[src/rtl/alu_ctrl_decoder.sv]
// -----------------------------------------------------------------------------
// alu_ctrl_decoder
//   Registered RV32I decode stage between fetch and execute. Turns one raw
//   instruction per valid/ready beat into the 6-bit ALU_Control code, operand
//   selects, immediate, register indices and control strobes. The result is
//   held in a single pipeline register with back-pressure and flush.
//
// Ports
//   clk, reset        rising-edge clock, asynchronous active-high reset
//   flush             kill the held entry and the one accepted this cycle
//   in_valid/in_ready upstream handshake (instruction, pc_in)
//   out_valid/out_ready downstream handshake for the decoded entry
//   ALU_Control       ALU operation code
//   A_sel             operand A: 00 rs1, 01 PC, 10 zero
//   B_sel             operand B: 0 rs2, 1 imm
//   imm               sign-extended immediate (zero-extended shamt for shifts)
//   rs1, rs2, rd      register indices
//   reg_write, mem_read, mem_write, branch, jump   control strobes
//   illegal           (ILLEGAL_TRAP_EN only) entry holds an unsupported encoding
//   pc_out            pc_in carried with the entry
//
// Configuration
//   ILLEGAL_TRAP_EN   defined: illegal encodings are flagged on the illegal
//                     port, ALU_Control=6'b111111 and all strobes cleared.
//                     undefined: illegal encodings decode exactly as NOP_INSTR.
// -----------------------------------------------------------------------------
module alu_ctrl_decoder #(
    parameter logic [31:0] NOP_INSTR = 32'h0000_0013,
    parameter logic [5:0]  PASS_CODE = 6'b011111
) (
    input  logic        clk,
    input  logic        reset,
    input  logic        flush,
    input  logic        in_valid,
    output logic        in_ready,
    input  logic [31:0] instruction,
    input  logic [31:0] pc_in,
    output logic        out_valid,
    input  logic        out_ready,
    output logic [5:0]  ALU_Control,
    output logic [1:0]  A_sel,
    output logic        B_sel,
    output logic [31:0] imm,
    output logic [4:0]  rs1,
    output logic [4:0]  rs2,
    output logic [4:0]  rd,
    output logic        reg_write,
    output logic        mem_read,
    output logic        mem_write,
    output logic        branch,
    output logic        jump,
`ifdef ILLEGAL_TRAP_EN
    output logic        illegal,
`endif
    output logic [31:0] pc_out
);

    localparam logic [6:0] OP_LUI    = 7'b0110111;
    localparam logic [6:0] OP_AUIPC  = 7'b0010111;
    localparam logic [6:0] OP_JAL    = 7'b1101111;
    localparam logic [6:0] OP_JALR   = 7'b1100111;
    localparam logic [6:0] OP_BRANCH = 7'b1100011;
    localparam logic [6:0] OP_LOAD   = 7'b0000011;
    localparam logic [6:0] OP_STORE  = 7'b0100011;
    localparam logic [6:0] OP_IMM    = 7'b0010011;
    localparam logic [6:0] OP_REG    = 7'b0110011;

    localparam logic [6:0] F7_BASE = 7'b0000000;
    localparam logic [6:0] F7_ALT  = 7'b0100000;

    typedef struct packed {
        logic [5:0]  alu;
        logic [1:0]  a_sel;
        logic        b_sel;
        logic [31:0] imm;
        logic [4:0]  rs1;
        logic [4:0]  rs2;
        logic [4:0]  rd;
        logic        reg_write;
        logic        mem_read;
        logic        mem_write;
        logic        branch;
        logic        jump;
    } dec_t;

    // Anything outside the supported RV32I subset.
    function automatic logic is_illegal(input logic [31:0] ins);
        logic [2:0] f3;
        logic [6:0] f7;
        logic       bad;
        f3  = ins[14:12];
        f7  = ins[31:25];
        bad = 1'b1;
        case (ins[6:0])
            OP_LUI, OP_AUIPC, OP_JAL: bad = 1'b0;
            OP_JALR:                  bad = (f3 != 3'b000);
            OP_BRANCH:                bad = (f3[2:1] != 2'b00);      // only BEQ/BNE
            OP_LOAD, OP_STORE:        bad = (f3 != 3'b010);          // word only
            OP_IMM: begin
                case (f3)
                    3'b010, 3'b011: bad = 1'b1;                      // SLTI/SLTIU
                    3'b001:         bad = (f7 != F7_BASE);
                    3'b101:         bad = (f7 != F7_BASE) && (f7 != F7_ALT);
                    default:        bad = 1'b0;
                endcase
            end
            OP_REG: begin
                if (f7 == F7_BASE)
                    bad = (f3 == 3'b010) || (f3 == 3'b011);          // SLT/SLTU
                else if (f7 == F7_ALT)
                    bad = (f3 != 3'b000) && (f3 != 3'b101);          // only SUB/SRA
                else
                    bad = 1'b1;
            end
            default: bad = 1'b1;
        endcase
        return bad;
    endfunction

    // Field decode; result is meaningful only for legal encodings.
    function automatic dec_t decode(input logic [31:0] ins);
        dec_t       d;
        logic [2:0] f3;
        logic [31:0] imm_i;
        f3    = ins[14:12];
        imm_i = {{20{ins[31]}}, ins[31:20]};
        // NOTE: every field gets a default first so no path leaves one
        // unassigned; in combinational context that would infer a latch.
        d = '0;
        case (ins[6:0])
            OP_LUI: begin
                d.a_sel = 2'b10;
                d.b_sel = 1'b1;
                d.imm   = {ins[31:12], 12'b0};
                d.rd    = ins[11:7];
                d.reg_write = 1'b1;
            end
            OP_AUIPC: begin
                d.a_sel = 2'b01;
                d.b_sel = 1'b1;
                d.imm   = {ins[31:12], 12'b0};
                d.rd    = ins[11:7];
                d.reg_write = 1'b1;
            end
            OP_JAL: begin
                d.alu   = PASS_CODE;
                d.a_sel = 2'b01;
                d.b_sel = 1'b1;
                d.imm   = {{12{ins[31]}}, ins[19:12], ins[20], ins[30:21], 1'b0};
                d.rd    = ins[11:7];
                d.reg_write = 1'b1;
                d.jump  = 1'b1;
            end
            OP_JALR: begin
                d.alu   = PASS_CODE;
                d.a_sel = 2'b01;
                d.b_sel = 1'b1;
                d.imm   = imm_i;
                d.rs1   = ins[19:15];
                d.rd    = ins[11:7];
                d.reg_write = 1'b1;
                d.jump  = 1'b1;
            end
            OP_BRANCH: begin
                d.alu    = {5'b01000, f3[0]};
                d.imm    = {{20{ins[31]}}, ins[7], ins[30:25], ins[11:8], 1'b0};
                d.rs1    = ins[19:15];
                d.rs2    = ins[24:20];
                d.branch = 1'b1;
            end
            OP_LOAD: begin
                d.b_sel = 1'b1;
                d.imm   = imm_i;
                d.rs1   = ins[19:15];
                d.rd    = ins[11:7];
                d.reg_write = 1'b1;
                d.mem_read  = 1'b1;
            end
            OP_STORE: begin
                d.b_sel = 1'b1;
                d.imm   = {{20{ins[31]}}, ins[31:25], ins[11:7]};
                d.rs1   = ins[19:15];
                d.rs2   = ins[24:20];
                d.mem_write = 1'b1;
            end
            OP_IMM: begin
                // Only the right shift carries an ALU opcode bit in funct7.
                d.alu   = (f3 == 3'b101) ? {2'b00, ins[30], f3} : {3'b000, f3};
                d.b_sel = 1'b1;
                d.imm   = (f3[1:0] == 2'b01) ? {27'b0, ins[24:20]} : imm_i;
                d.rs1   = ins[19:15];
                d.rd    = ins[11:7];
                d.reg_write = 1'b1;
            end
            OP_REG: begin
                d.alu = {2'b00, ins[30], f3};
                d.rs1 = ins[19:15];
                d.rs2 = ins[24:20];
                d.rd  = ins[11:7];
                d.reg_write = 1'b1;
            end
            default: d = '0;
        endcase
        d.reg_write = d.reg_write && (d.rd != 5'd0);
        return d;
    endfunction

    logic accept;
    logic bad_instr;
    dec_t dec_next;

    assign in_ready = !out_valid || out_ready;
    assign accept   = in_valid && in_ready;

    always_comb begin
        bad_instr = is_illegal(instruction);
`ifdef ILLEGAL_TRAP_EN
        dec_next = decode(instruction);
        if (bad_instr) begin
            dec_next.alu       = 6'b111111;
            dec_next.reg_write = 1'b0;
            dec_next.mem_read  = 1'b0;
            dec_next.mem_write = 1'b0;
            dec_next.branch    = 1'b0;
            dec_next.jump      = 1'b0;
        end
`else
        dec_next = decode(bad_instr ? NOP_INSTR : instruction);
`endif
    end

    // NOTE: state updates use non-blocking assignments so every register
    // samples pre-edge values regardless of statement order.
    always_ff @(posedge clk or posedge reset) begin
        if (reset) begin
            out_valid   <= 1'b0;
            ALU_Control <= '0;
            A_sel       <= '0;
            B_sel       <= 1'b0;
            imm         <= '0;
            rs1         <= '0;
            rs2         <= '0;
            rd          <= '0;
            reg_write   <= 1'b0;
            mem_read    <= 1'b0;
            mem_write   <= 1'b0;
            branch      <= 1'b0;
            jump        <= 1'b0;
`ifdef ILLEGAL_TRAP_EN
            illegal     <= 1'b0;
`endif
            pc_out      <= '0;
        end else begin
            if (flush)          out_valid <= 1'b0;
            else if (accept)    out_valid <= 1'b1;
            else if (out_ready) out_valid <= 1'b0;

            // Data loads on every accept; after a flush it is simply unused.
            if (accept) begin
                ALU_Control <= dec_next.alu;
                A_sel       <= dec_next.a_sel;
                B_sel       <= dec_next.b_sel;
                imm         <= dec_next.imm;
                rs1         <= dec_next.rs1;
                rs2         <= dec_next.rs2;
                rd          <= dec_next.rd;
                reg_write   <= dec_next.reg_write;
                mem_read    <= dec_next.mem_read;
                mem_write   <= dec_next.mem_write;
                branch      <= dec_next.branch;
                jump        <= dec_next.jump;
`ifdef ILLEGAL_TRAP_EN
                illegal     <= bad_instr;
`endif
                pc_out      <= pc_in;
            end
        end
    end

endmodule

[config.mk]
export PLATFORM = sky130hd
export DESIGN_NAME = alu_ctrl_decoder
export DESIGN_NICKNAME = d
export VERILOG_FILES = /design/src/rtl/alu_ctrl_decoder.sv
export SDC_FILE = /design/constraint.sdc
export NUM_CORES = 1
export LEC_CHECK = 0
export CORE_MARGIN = 4
export CORE_UTILIZATION = 44
export DETAILED_ROUTE_END_ITERATION = 8
export GPL_TIMING_DRIVEN = 0
export HOLD_SLACK_MARGIN = 0.12
export PLACE_DENSITY = 0.8
export SETUP_SLACK_MARGIN = 0.4
export SYNTH_ARGS = -nofsm -noshare
export SYNTH_HDL_FRONTEND = slang
export SYNTH_SLANG_ARGS = --single-unit
[constraint.sdc]
create_clock -name clk -period 4.2 [get_ports clk]
set_input_delay 1.05 -clock clk [delete_from_list [all_inputs] [get_ports clk]]
set_output_delay 1.05 -clock clk [all_outputs]
set_load 0.01 [all_outputs]
* Word-level counts from Yosys, hierarchy flattened *
Index checks and enable logic that the tools add are counted.

word-level totals
  flip-flop bits (word level) = 94
  latch bits = 0
  memory bits (writable) = 0
  ROM bits = 0
  input bits = 69
  output and inout bits = 95
  logic and storage cells = 87
  memories kept = 0

cells by class
  add/sub/neg operators = 0
  $mul = 0
  div/mod/pow operators = 0
  order comparisons = 0
  equality and inequality tests = 28
  shift-type cells = 0
  multiplexer cells = 21
  bitwise logic cells = 0
  reduce and logical (&&, ||, !) cells = 24

operator list
  cell                number
  $pmux 32 s6         1
  $mux 32             2
  $eq 7x6->1 const B  7
  $eq 7x7->1 const B  6
  $eq 7x5->1 const B  4
  $pmux 5 s4          1
  $eq 7x2->1 const B  2
  $reduce_or 7->1     2
  $mux 1              10
  $mux 5              2
  $reduce_or 2->1     5
  $reduce_or 3->1     3
  $logic_not 7->1     1
  $ne 7x6->1 const B  1
  $reduce_bool 7->1   1
  $eq 3x2->1 const B  2
  $eq 3x3->1 const B  2
  $mux 6              1
  $pmux 1 s6          1
  $reduce_bool 3->1   2
  $reduce_or 6->1     1
  $reduce_bool 5->1   1
  $logic_and 1x1->1   4
  $mux 4              1
  other kinds (9)     10

* Depth between registers and ports, before layout *
  depth after elaboration = 11
  depth in mapped cells = 10
  gate-level depth less buffers = 6

* Least setup slack after synthesis *
No wires, ideal clock.

  path kind = input port to flip-flop
  start point = in instruction[4]
  end point = reg imm[13]
  setup time = 147 ps
  arrival time = 2,720 ps
  required time = 4,053 ps
  path slack = 1,334 ps
  stages on the path = 9
  buffers on the path = 3
  path through = buf_2 -> inv_2 -> a2111oi_4 -> o221ai_4 -> nor3_4 -> nor2b_1 -> buf_4 -> buf_6 -> a211oi_2

on the way
  word-level cells in the longest chain between the ends = 7
  elaborated cells between the ends (all ways) = 26
  classes of those cells = eq/ne: 18; mux: 4; reduce/logical: 4

RTL lines
  what                                                                line  text
  start, declared                                                     36    input logic [31:0] instruction,
  $eq 7x6->1, or another cell as far along                            94    case (ins[6:0])
  $reduce_or 3->1 / $reduce_or 2->1 (equally long branches)           94
  $pmux 1 s6                                                          94
  $mux 32 *                                                           228   dec_next = decode(bad_instr ? NOP_INSTR : instruction);
  $eq 7x7->1, or another cell as far along                            130   case (ins[6:0])
  $reduce_or 2->1 (no source line) / $mux 32 (equally long branches)  -
  $pmux 32 s6 *                                                       130
  end signal, assigned                                                263   imm <= dec_next.imm;
  end, declared                                                       43    output logic [31:0] imm,

Every way passes the cells marked *; elsewhere a longest branch is shown, timed or not.
A chain may end at the register's enable or synchronous reset.

* Worst setup path after layout *
  start point = in instruction[3]
  end point = reg imm[19]

Same word-level chain as after synthesis.

==> out/qor.yml <==
grt_max_degree: 67
crit_type: "input pin to register"
num_antenna_cells: 0
grt_pass1_vias: 4046
globalRouteTotalUtil_pct: 23.6
fin_crit_sh_pct: 83.9
wl_um: 13100
cap_violations: 0
synth-async-reset-ratio_pct: 100
endpoint: "imm[19]"
min_path_type: "register to register"
yosys_warnings: 0
powerDensity_nw_per_um2: 324
ant_nets: 0
tns_ns: 0
cts_tree: "done"
via_count: 3869
cpPeakStageDelay_ns: 0.70
final.setup_skew_ns: 0.00888
synth_area_leader_cell: "dfrtp_1"
drt_iter0_drc: 191
die_w_um: 106
antenna_found_initial: 0
remaining_drc_errors: 0
htreeDepth: 3
syn_inst: 429
path_cells: "clkdlybuf4s50_1 -> nand4bb_1 -> o32ai_2 -> a2111oi_0 -> nand2_1 -> nor2b_1 -> buf_4 -> buf_6 -> a211oi_2"
drive_gt1_share_pct: 8.60
holdPathStages: 2
die_area_um2: 11300
multi_input_area_um2: 1770
drv_slew: 0
dr.pass1.iters: 4
ir_drop_mv: 0.205
syn_to_final_growth_pct: 46.8
synth_flop_cell: "dfrtp_1"
tightest_slew_ns: 0.791
rows: 35
cts_buffer_depth: 2
status: "completed"
r2r_slack_ns: 1.81
worstPathArrival_ns: 3.74
die_h_um: 106
holdWs_ns: 0.483
setup_slack_ns: 0.675
placed_cells: 719
power_leakage_nw: 2.70
path_max_fanout: 10
ff_latch_area_um2: 2330
dp_hpwl_um: 10100
core_um2: 9330
fin_cells: 734
cts_buffers: 9
yosysTopAreaCellShare_pct: 54.8
placed_area_um2: 6040
root_buffer: "clkbuf_8"
synth_edf_count: 0
slowest_stage: "a2111oi_0"
cts_sinks: 93
max_slew_margin_pct: 45.9
wl_per_cell_um: 17.9
fmax_mhz: 284
holdBufCountCts: 0
worstPathRequired_ns: 4.41
critPathLaunch: "instruction[3]"
finalSetupViolCount: 0
seq_area_frac_synth_pct: 54.8
fillCellCount: 782
final_area_um2: 6230
cts_setup_buffers: 0
rsz0062_at_grt: "false"
grt_pass1_wl_um: 21300
initial_utilization_pct: 45.5
worstSetupEndpointType: "register"
min_from: "pc_out[28]"
fin_nets: 670
fin_crit_ns: 3.53
timing.rr.end: "imm[19]"
rr_worst_depth: 8
critPathLaunchType: "input pin"
cts_resized: 0
globalplace.congestion: 0.841
grt_remaining_overflow: 0
vias_per_cell: 5.27
syn_area_um2: 4250
syn_nets: 498
yosys-top-cells-area: "dfrtp_1, nand2_1, a22o_1, nor2_1, a211oi_2"
dpl_worst_slack_ns: 0.293
clock_latency_ns: 0.35
portBuffers: 160
synth-seq-cells: 93
clkTransAtPathRegs_ns: 0.09
avgSynthCellArea_um2: 9.90
hold_viol_final: 0
reg2reg_from: "out_valid"
pin_count: 164
netlist-cell-type-count: 55
registers in the layout, indices dropped and copies added, names as in the netlist:
name and count:
branch 1, jump 1, out_valid 1, reg_write 1
pc_out 32, imm 32, mem_read 1, rd 5
B_sel 1, ALU_Control 5, rs1 5, rs2 5
A_sel 2, mem_write 1
layer usage:
| layer | up-vias | GRT usage [%] | wire, µm |
|---|---|---|---|
| met5 | - | 0 | 0 |
| met4 | 0 | 6.29 | 75 |
| met3 | 8 | 6.98 | 1300 |
| met2 | 167 | 38.7 | 6320 |
| met1 | 1856 | 30.7 | 5450 |
| li1 | 1838 | - | - |
how the worst min path moves through the flow:
stage / to / slack, ns
final: pc_out[28] / 0.48
after global routing: pc_out[5] / 0.51
after CTS: pc_out[11] / 0.48
after detailed placement: pc_out[11] / 0.46
after global placement: mem_read / 0.45
after floorplan: mem_read / 0.51
synthesized netlist by cell type (3+ instances only):
cell	number
nor3_1	6
a22o_1	23
nor4_2	3
a211oi_1	12
a211oi_2	10
clkbuf_1	15
inv_1	4
and3_1	4
buf_1	3
nor2b_1	4
nand2_1	133
buf_2	5
nor4_1	6
a21oi_1	10
a221o_1	6
nor2_1	35
o21ai_0	9
dfrtp_1	93
logic make-up (layout without fill, tap and decap cells):
family	Yosys count	in the layout	synth area share (%)
compound gates	91	91	19.0
simple gates	212	212	22.5
other cells	1	1	0.0883
flops	93	93	54.8
buf+inv	32	208	3.51
area by class of cell:
type	instances	area share [%]
clock buffers	9	1.99
well taps	129	2.59
flip-flops and latches	93	37.3
multi-input cells	304	28.4
inverters	5	0.341
repair buffers	161	26.1
clock inverters	6	1.14
plain buffers	27	2.09
cells in the final DEF, fill, tap and decap left out, types with 3 or more instances in the layout:
master,netlist,layout
clkdlybuf4s50_1,0,160
nand2_1,133,133
dfrtp_1,93,93
nor2_1,35,35
a22o_1,23,23
clkbuf_1,15,15
a211oi_1,12,12
a21oi_1,10,10
a211oi_2,10,10
o21ai_0,9,9
clkbuf_8,0,9
nor3_1,6,6
nor4_1,6,6
a221o_1,6,6
buf_2,5,5
nor2b_1,4,4
and3_1,4,4
inv_1,4,3
buf_1,3,3
nor4_2,3,3
per-stage QoR:
step	util, %	power, W
3_3_place_gp	64.4	0.00142
6_report	66.8	0.00202
3_5_place_dp	64.7	0.00143
4_1_cts	66.8	0.00204
5_1_grt	66.8	0.00211
2_1_floorplan	-	0.00118
report_power, final:
group,switching (W),internal [W]
registers,0.0000362,0.000957
logic,0.000201,0.000218
clock network,0.000326,0.000280
total,0.000564,0.00145
worst max-delay path: cells and delay by family:
family,cells,cell delay [ns]
buffers and inverters,3,1.08
AOI/OAI and AO/OA,3,0.88
and+or+nand+nor,3,0.73
(Power assumes the default switching activity.)
